`config.mk`:
```
export PLATFORM = sky130hd
export DESIGN_NAME = line_xfer_ctrl
export DESIGN_NICKNAME = d
export VERILOG_FILES = /design/src/rtl/line_xfer_pkg.sv /design/src/rtl/line_xfer_ctrl_word_ctr.sv /design/src/rtl/line_xfer_ctrl.sv
export SDC_FILE = /design/constraint.sdc
export NUM_CORES = 1
export LEC_CHECK = 0
export ABC_AREA = 1
export CAP_MARGIN = 40
export CORE_AREA = 4 4 262 264
export CTS_CLUSTER_SIZE = 14
export DETAILED_ROUTE_END_ITERATION = 8
export DIE_AREA = 0 0 266 268
export PLACE_DENSITY = 0.69
export SYNTH_ARGS = -nofsm -noshare
export SYNTH_HDL_FRONTEND = slang
export SYNTH_HIERARCHICAL = 1
export SYNTH_SLANG_ARGS = --single-unit
```
`constraint.sdc`:
```
create_clock -name clk -period 2.2 [get_ports clk]
set_input_delay 0.33 -clock clk [delete_from_list [all_inputs] [get_ports clk]]
set_output_delay 0.33 -clock clk [all_outputs]
set_load 0.02 [all_outputs]
```
`src/rtl/line_xfer_pkg.sv`:
```
// Shared types and sizing helpers for the cache line transfer controller.
package line_xfer_pkg;

  typedef enum logic [1:0] {IDLE, WB, FILL, DONE} xfer_state_t;

  // Default geometry: 8 x 32-bit words per line, 32-bit byte addresses.
  localparam int unsigned DEF_LINE_WORDS = 8;
  localparam int unsigned DEF_WORD_W     = 32;
  localparam int unsigned DEF_ADDR_W     = 32;

  localparam int unsigned WORD_BYTES = DEF_WORD_W / 8;
  localparam int unsigned LINE_BYTES = DEF_LINE_WORDS * WORD_BYTES;
  localparam int unsigned OFFSET_W   = $clog2(LINE_BYTES);
  localparam int unsigned IDX_W      = $clog2(DEF_LINE_WORDS);

  // Byte-offset bits within a line for an arbitrary geometry.
  function automatic int unsigned offset_w(input int unsigned line_words,
                                           input int unsigned word_w);
    return $clog2(line_words * word_w / 8);
  endfunction

  // Word index width for an arbitrary geometry.
  function automatic int unsigned idx_w(input int unsigned line_words);
    return $clog2(line_words);
  endfunction

endpackage

```
`src/rtl/line_xfer_ctrl_word_ctr.sv`:
```
// Word index counter shared by the writeback and fill phases.
module xfer_word_ctr #(
  parameter int unsigned LINE_WORDS = 8,
  parameter int unsigned IDX_W      = 3
) (
  input  logic             clk,
  input  logic             rst_n,
  input  logic             clr,
  input  logic             en,
  output logic [IDX_W-1:0] idx,
  output logic             last
);

  // Index register; wraps to 0 naturally after the last word.
  always_ff @(posedge clk or negedge rst_n) begin
    if (!rst_n) begin
      idx <= '0;
    end else if (clr) begin
      idx <= '0;
    end else if (en) begin
      idx <= idx + IDX_W'(1);
    end
  end

  assign last = (idx == IDX_W'(LINE_WORDS - 1));

endmodule

```
`src/rtl/line_xfer_ctrl.sv`:
```
// Sequences victim writeback and line fill between the cache data array
// and a word-wide memory port.
module line_xfer_ctrl
  import line_xfer_pkg::*;
#(
  parameter int unsigned LINE_WORDS = DEF_LINE_WORDS,
  parameter int unsigned WORD_W     = DEF_WORD_W,
  parameter int unsigned ADDR_W     = DEF_ADDR_W
) (
  input  logic                         clk,
  input  logic                         rst_n,
  input  logic                         req,
  input  logic                         wb_en,
  input  logic [ADDR_W-1:0]            wb_addr,
  input  logic [ADDR_W-1:0]            fill_addr,
  input  logic [LINE_WORDS*WORD_W-1:0] wb_line,
  output logic                         busy,
  output logic                         done,
  output logic [LINE_WORDS*WORD_W-1:0] fill_line,
  output logic                         mem_req,
  output logic                         mem_we,
  output logic [ADDR_W-1:0]            mem_addr,
  output logic [WORD_W-1:0]            mem_wdata,
  input  logic [WORD_W-1:0]            mem_rdata,
  input  logic                         mem_ack
);

  localparam int unsigned WBYTES = WORD_W / 8;
  localparam int unsigned OFFS_W = offset_w(LINE_WORDS, WORD_W);
  localparam int unsigned CTR_W  = idx_w(LINE_WORDS);
  localparam logic [ADDR_W-1:0] BASE_MASK = ~((ADDR_W'(1) << OFFS_W) - ADDR_W'(1));

  xfer_state_t state_q, state_d;

  logic [ADDR_W-1:0]            wb_base_q, fill_base_q;
  logic [LINE_WORDS*WORD_W-1:0] wb_line_q, fill_line_q;
  logic [CTR_W-1:0]             idx;
  logic                         last;
  logic                         active;
  logic [ADDR_W-1:0]            word_off;

  assign active   = (state_q == WB) || (state_q == FILL);
  assign word_off = ADDR_W'(idx) * ADDR_W'(WBYTES);

  xfer_word_ctr #(
    .LINE_WORDS (LINE_WORDS),
    .IDX_W      (CTR_W)
  ) u_word_ctr (
    .clk   (clk),
    .rst_n (rst_n),
    .clr   (state_q == IDLE),
    .en    (active && mem_ack),
    .idx   (idx),
    .last  (last)
  );

  // State register.
  always_ff @(posedge clk or negedge rst_n) begin
    if (!rst_n) begin
      state_q <= IDLE;
    end else begin
      state_q <= state_d;
    end
  end

  // Capture the request context; bases are aligned to the line.
  always_ff @(posedge clk or negedge rst_n) begin
    if (!rst_n) begin
      wb_base_q   <= '0;
      fill_base_q <= '0;
      wb_line_q   <= '0;
    end else if (state_q == IDLE && req) begin
      wb_base_q   <= wb_addr & BASE_MASK;
      fill_base_q <= fill_addr & BASE_MASK;
      wb_line_q   <= wb_line;
    end
  end

  // Assemble the fetched line one word per acknowledged read.
  always_ff @(posedge clk or negedge rst_n) begin
    if (!rst_n) begin
      fill_line_q <= '0;
    end else if (state_q == FILL && mem_ack) begin
      fill_line_q[idx*WORD_W +: WORD_W] <= mem_rdata;
    end
  end

  assign fill_line = fill_line_q;

  // Next-state and memory-port outputs.
  always_comb begin
    state_d   = state_q;
    busy      = 1'b0;
    done      = 1'b0;
    mem_req   = 1'b0;
    mem_we    = 1'b0;
    mem_addr  = '0;
    mem_wdata = '0;
    unique case (state_q)
      IDLE: begin
        if (req) state_d = wb_en ? WB : FILL;
      end
      WB: begin
        busy      = 1'b1;
        mem_req   = 1'b1;
        mem_we    = 1'b1;
        mem_addr  = wb_base_q + word_off;
        mem_wdata = wb_line_q[idx*WORD_W +: WORD_W];
        if (mem_ack && last) state_d = FILL;
      end
      FILL: begin
        busy     = 1'b1;
        mem_req  = 1'b1;
        mem_addr = fill_base_q + word_off;
        if (mem_ack && last) state_d = DONE;
      end
      DONE: begin
        busy    = 1'b1;
        done    = 1'b1;
        state_d = IDLE;
      end
      default: state_d = IDLE;
    endcase
  end

endmodule

```
==> results.toml <==
[setup_path]
crit_fanout = 8
critPathRequiredTime_ps = 1870
r2r_setup_slack_ps = -300
cp_slowest_stage_delay_ps = 500
slowest_stage = "dfrtp_4"
r2r_start = "u_word_ctr/idx[0]"
reg2reg_to = "fill_line[227]"
crit_start = "u_word_ctr/idx[0]"
crit_chain = "buf_12 -> inv_16 -> buf_16 -> nand2_1 -> a21oi_2 -> nor2_2 -> nor2_4 -> buf_6"
crit_arrival_ps = 2250
crit_path_end_kind = "output pin"
rr_worst_depth = 12
criticalPathCategory = "flop to output pin"
startpoint_type = "flop"

[clocking]
h-tree-depth = 2
clk_latency_ps = 620
cts.clk_slew.worst_paths_ps = 60
cts_tree = "done"
cts_buffer_depth = 3
cts.sinks = 571
numCtsBuffers = 60
root_buffer = "clkbuf_16"

[power_and_ir_drop]
vdd_drop_max_mv = 1.03
leakage_nw = 19.8
pwr_density_cell_mw_per_mm2 = 1380

[final_layout]
layout-drive-gt1-share = 0.315
fillers = 5145
fin_cells = 4817
area_growth_pct = 63.9
multi_input_area_mm2 = 0.0125
seq_area_mm2 = 0.0143
layout_common_cells = "601 x clkdlybuf4s50_1, 571 x nand2_1, 568 x dfrtp_1"
nets = 4246
final_common_cell = "clkdlybuf4s50_1"

[floorplan]
initial_core_util = 0.387
die_h_um = 268
ios = 681
die_w_um = 266
rows = 95
core-area_mm2 = 0.0666
die_area_mm2 = 0.0713

[place]
io_buffers = 668
numPlacedInstances = 4562
gp_congestion = 0.953
place_hpwl_um = 73200

[job]
maxCapViolCount = 0

[timing]
rsz0062_at_grt = "true"
worstMarginPinSlew_ps = 516
max_freq_ghz = 0.387
layout_min_cycle_time_ps = 2580
slew-limit-headroom = 0.656
drv_slew = 0
hold_viol = 0
skew_ps = 19.5
finalSetupViolations = 318
fin_ws_ps = -383
period_share = 1.17
whs_ps = 257

[run_status]
violations = "setup timing"
status = "finished with violations"

[global_routing]
grt_pass1_vias = 24200
grt_pass1_wl_um = 152000
antenna_found_initial = 24
track_usage = 0.281
grt_start_max_net_pins = 76
gr-total-overflow = 0

[detailed_routing]
drc = 0
vias = 26000
drt_pass1_iterations = 6
avgViaCountPerCell = 5.39
first_iter_violations = 2667
drt_wl_total_um = 116000
post_drt_wl_per_cell_um = 24.1
antenna_left = 0

[synth]
synth.ff_latch_count = 571
netlist_instances = 3053
yosys_warnings = 6
synth_area_mm2 = 0.0258
synth_top_cell_area_share = 0.555
synth.largest_area_cell = "dfrtp_1"
ys_top_cells_by_area = "dfrtp_1 55%, nand2_1 14%, mux2_2 5.2%"
ys_seq_area_frac = 0.555
synth.avg_cell_area_um2 = 8.44
synthDistinctLibCells = 31

[min_path]
hold_path.class = "input pin to async pin"
repair_timing:
item / 4_1_cts / 5_1_grt
setup buffers: 32 / 39
hold buffers: 1 / 0
gates resized for setup: 638 / 695
gates cloned: 27 / 42
pin swaps: 102 / 139
endpoints found under the setup margin: 237 / 323
hold endpoints to repair: 30 / 0
cell usage after synthesis:
library cell / instances
nand2_1: 930
dfrtp_1: 571
nor2_1: 322
inv_1: 266
a21oi_1: 251
nand3_1: 188
mux2_2: 118
buf_2: 115
o21ai_1: 104
clkbuf_1: 42
nand4_1: 29
o21ai_0: 26
buf_1: 19
buf_4: 19
ha_1: 10
inv_2: 7
nand2_2: 7
nor2_4: 5
nand3_2: 4
nor2_2: 4
nor3_1: 3
buf_6: 2
inv_4: 2
nand2_4: 2
clkinv_1: 1
conb_1: 1
nand3_4: 1
nand4_4: 1
nor3_4: 1
o21a_1: 1
or2_2: 1
worst max-delay path by stage:
stage	endpoint	slack, ps	cells after the start
CTS	mem_wdata[0]	-430	10
detailed placement	mem_wdata[20]	-290	7
global placement	mem_wdata[20]	-310	7
finish	mem_wdata[0]	-380	8
global route	mem_wdata[16]	-470	10
floorplan	fill_line[184]	30	14
flip-flops by register name, indices dropped and copies added, names as in the netlist:
signal          cells
fill_line         256
wb_line_q         256
fill_base_q        27
wb_base_q          27
u_word_ctr/idx      3
state_q             2
power by group:
part	total, mW	internal [mW]	switching [mW]
clock network	11.0	6.57	4.46
logic	30.7	13.5	17.2
registers	16.7	14.4	2.22
cell families after synthesis:
kind of cell,Yosys count,synth area share
simple gates,1498,0.236
flops,571,0.555
buf+inv,473,0.0781
compound gates,382,0.0743
mux,118,0.0516
fa+ha+maj,10,0.00486
other cells,1,0.000146
through the flow:
stage	total power, mW	TNS [ps]	utilization	cell area (um2)	setup WS (ps)
final	58.4	-47890	0.634	42200	-383
after detailed placement	38.6	-14720	0.517	34400	-289
after floorplan	28.5	0	-	25800	25.4
after global routing	61.1	-68480	0.634	42200	-469
after global placement	38.2	-12310	0.517	34400	-312
after CTS	54.0	-35420	0.583	38800	-426
layer usage:
metal / wire length (um) / global-route usage
met5: 67 / 0
met1: 41600 / 0.344
met3: 11200 / 0.0646
met4: 7090 / 0.123
met2: 56300 / 0.477
area by class of cell:
cell class	instances	share of cell area
antenna	16	0.000948
clock buffer	85	0.0413
clock inverter	26	0.00904
inverter	276	0.0267
multi-input combinational	2013	0.295
sequential	571	0.339
tap	873	0.0259
timing repair buffer	956	0.262
timing repair inverter	1	0.000385
critical path: cells and delay by family, from the launching register on:
family          cells  cell delay (ps)
buf+inv             4              610
compound gates      1              130
flops               1              500
simple gates        3              370
Power figures use the tool's default switching activity.
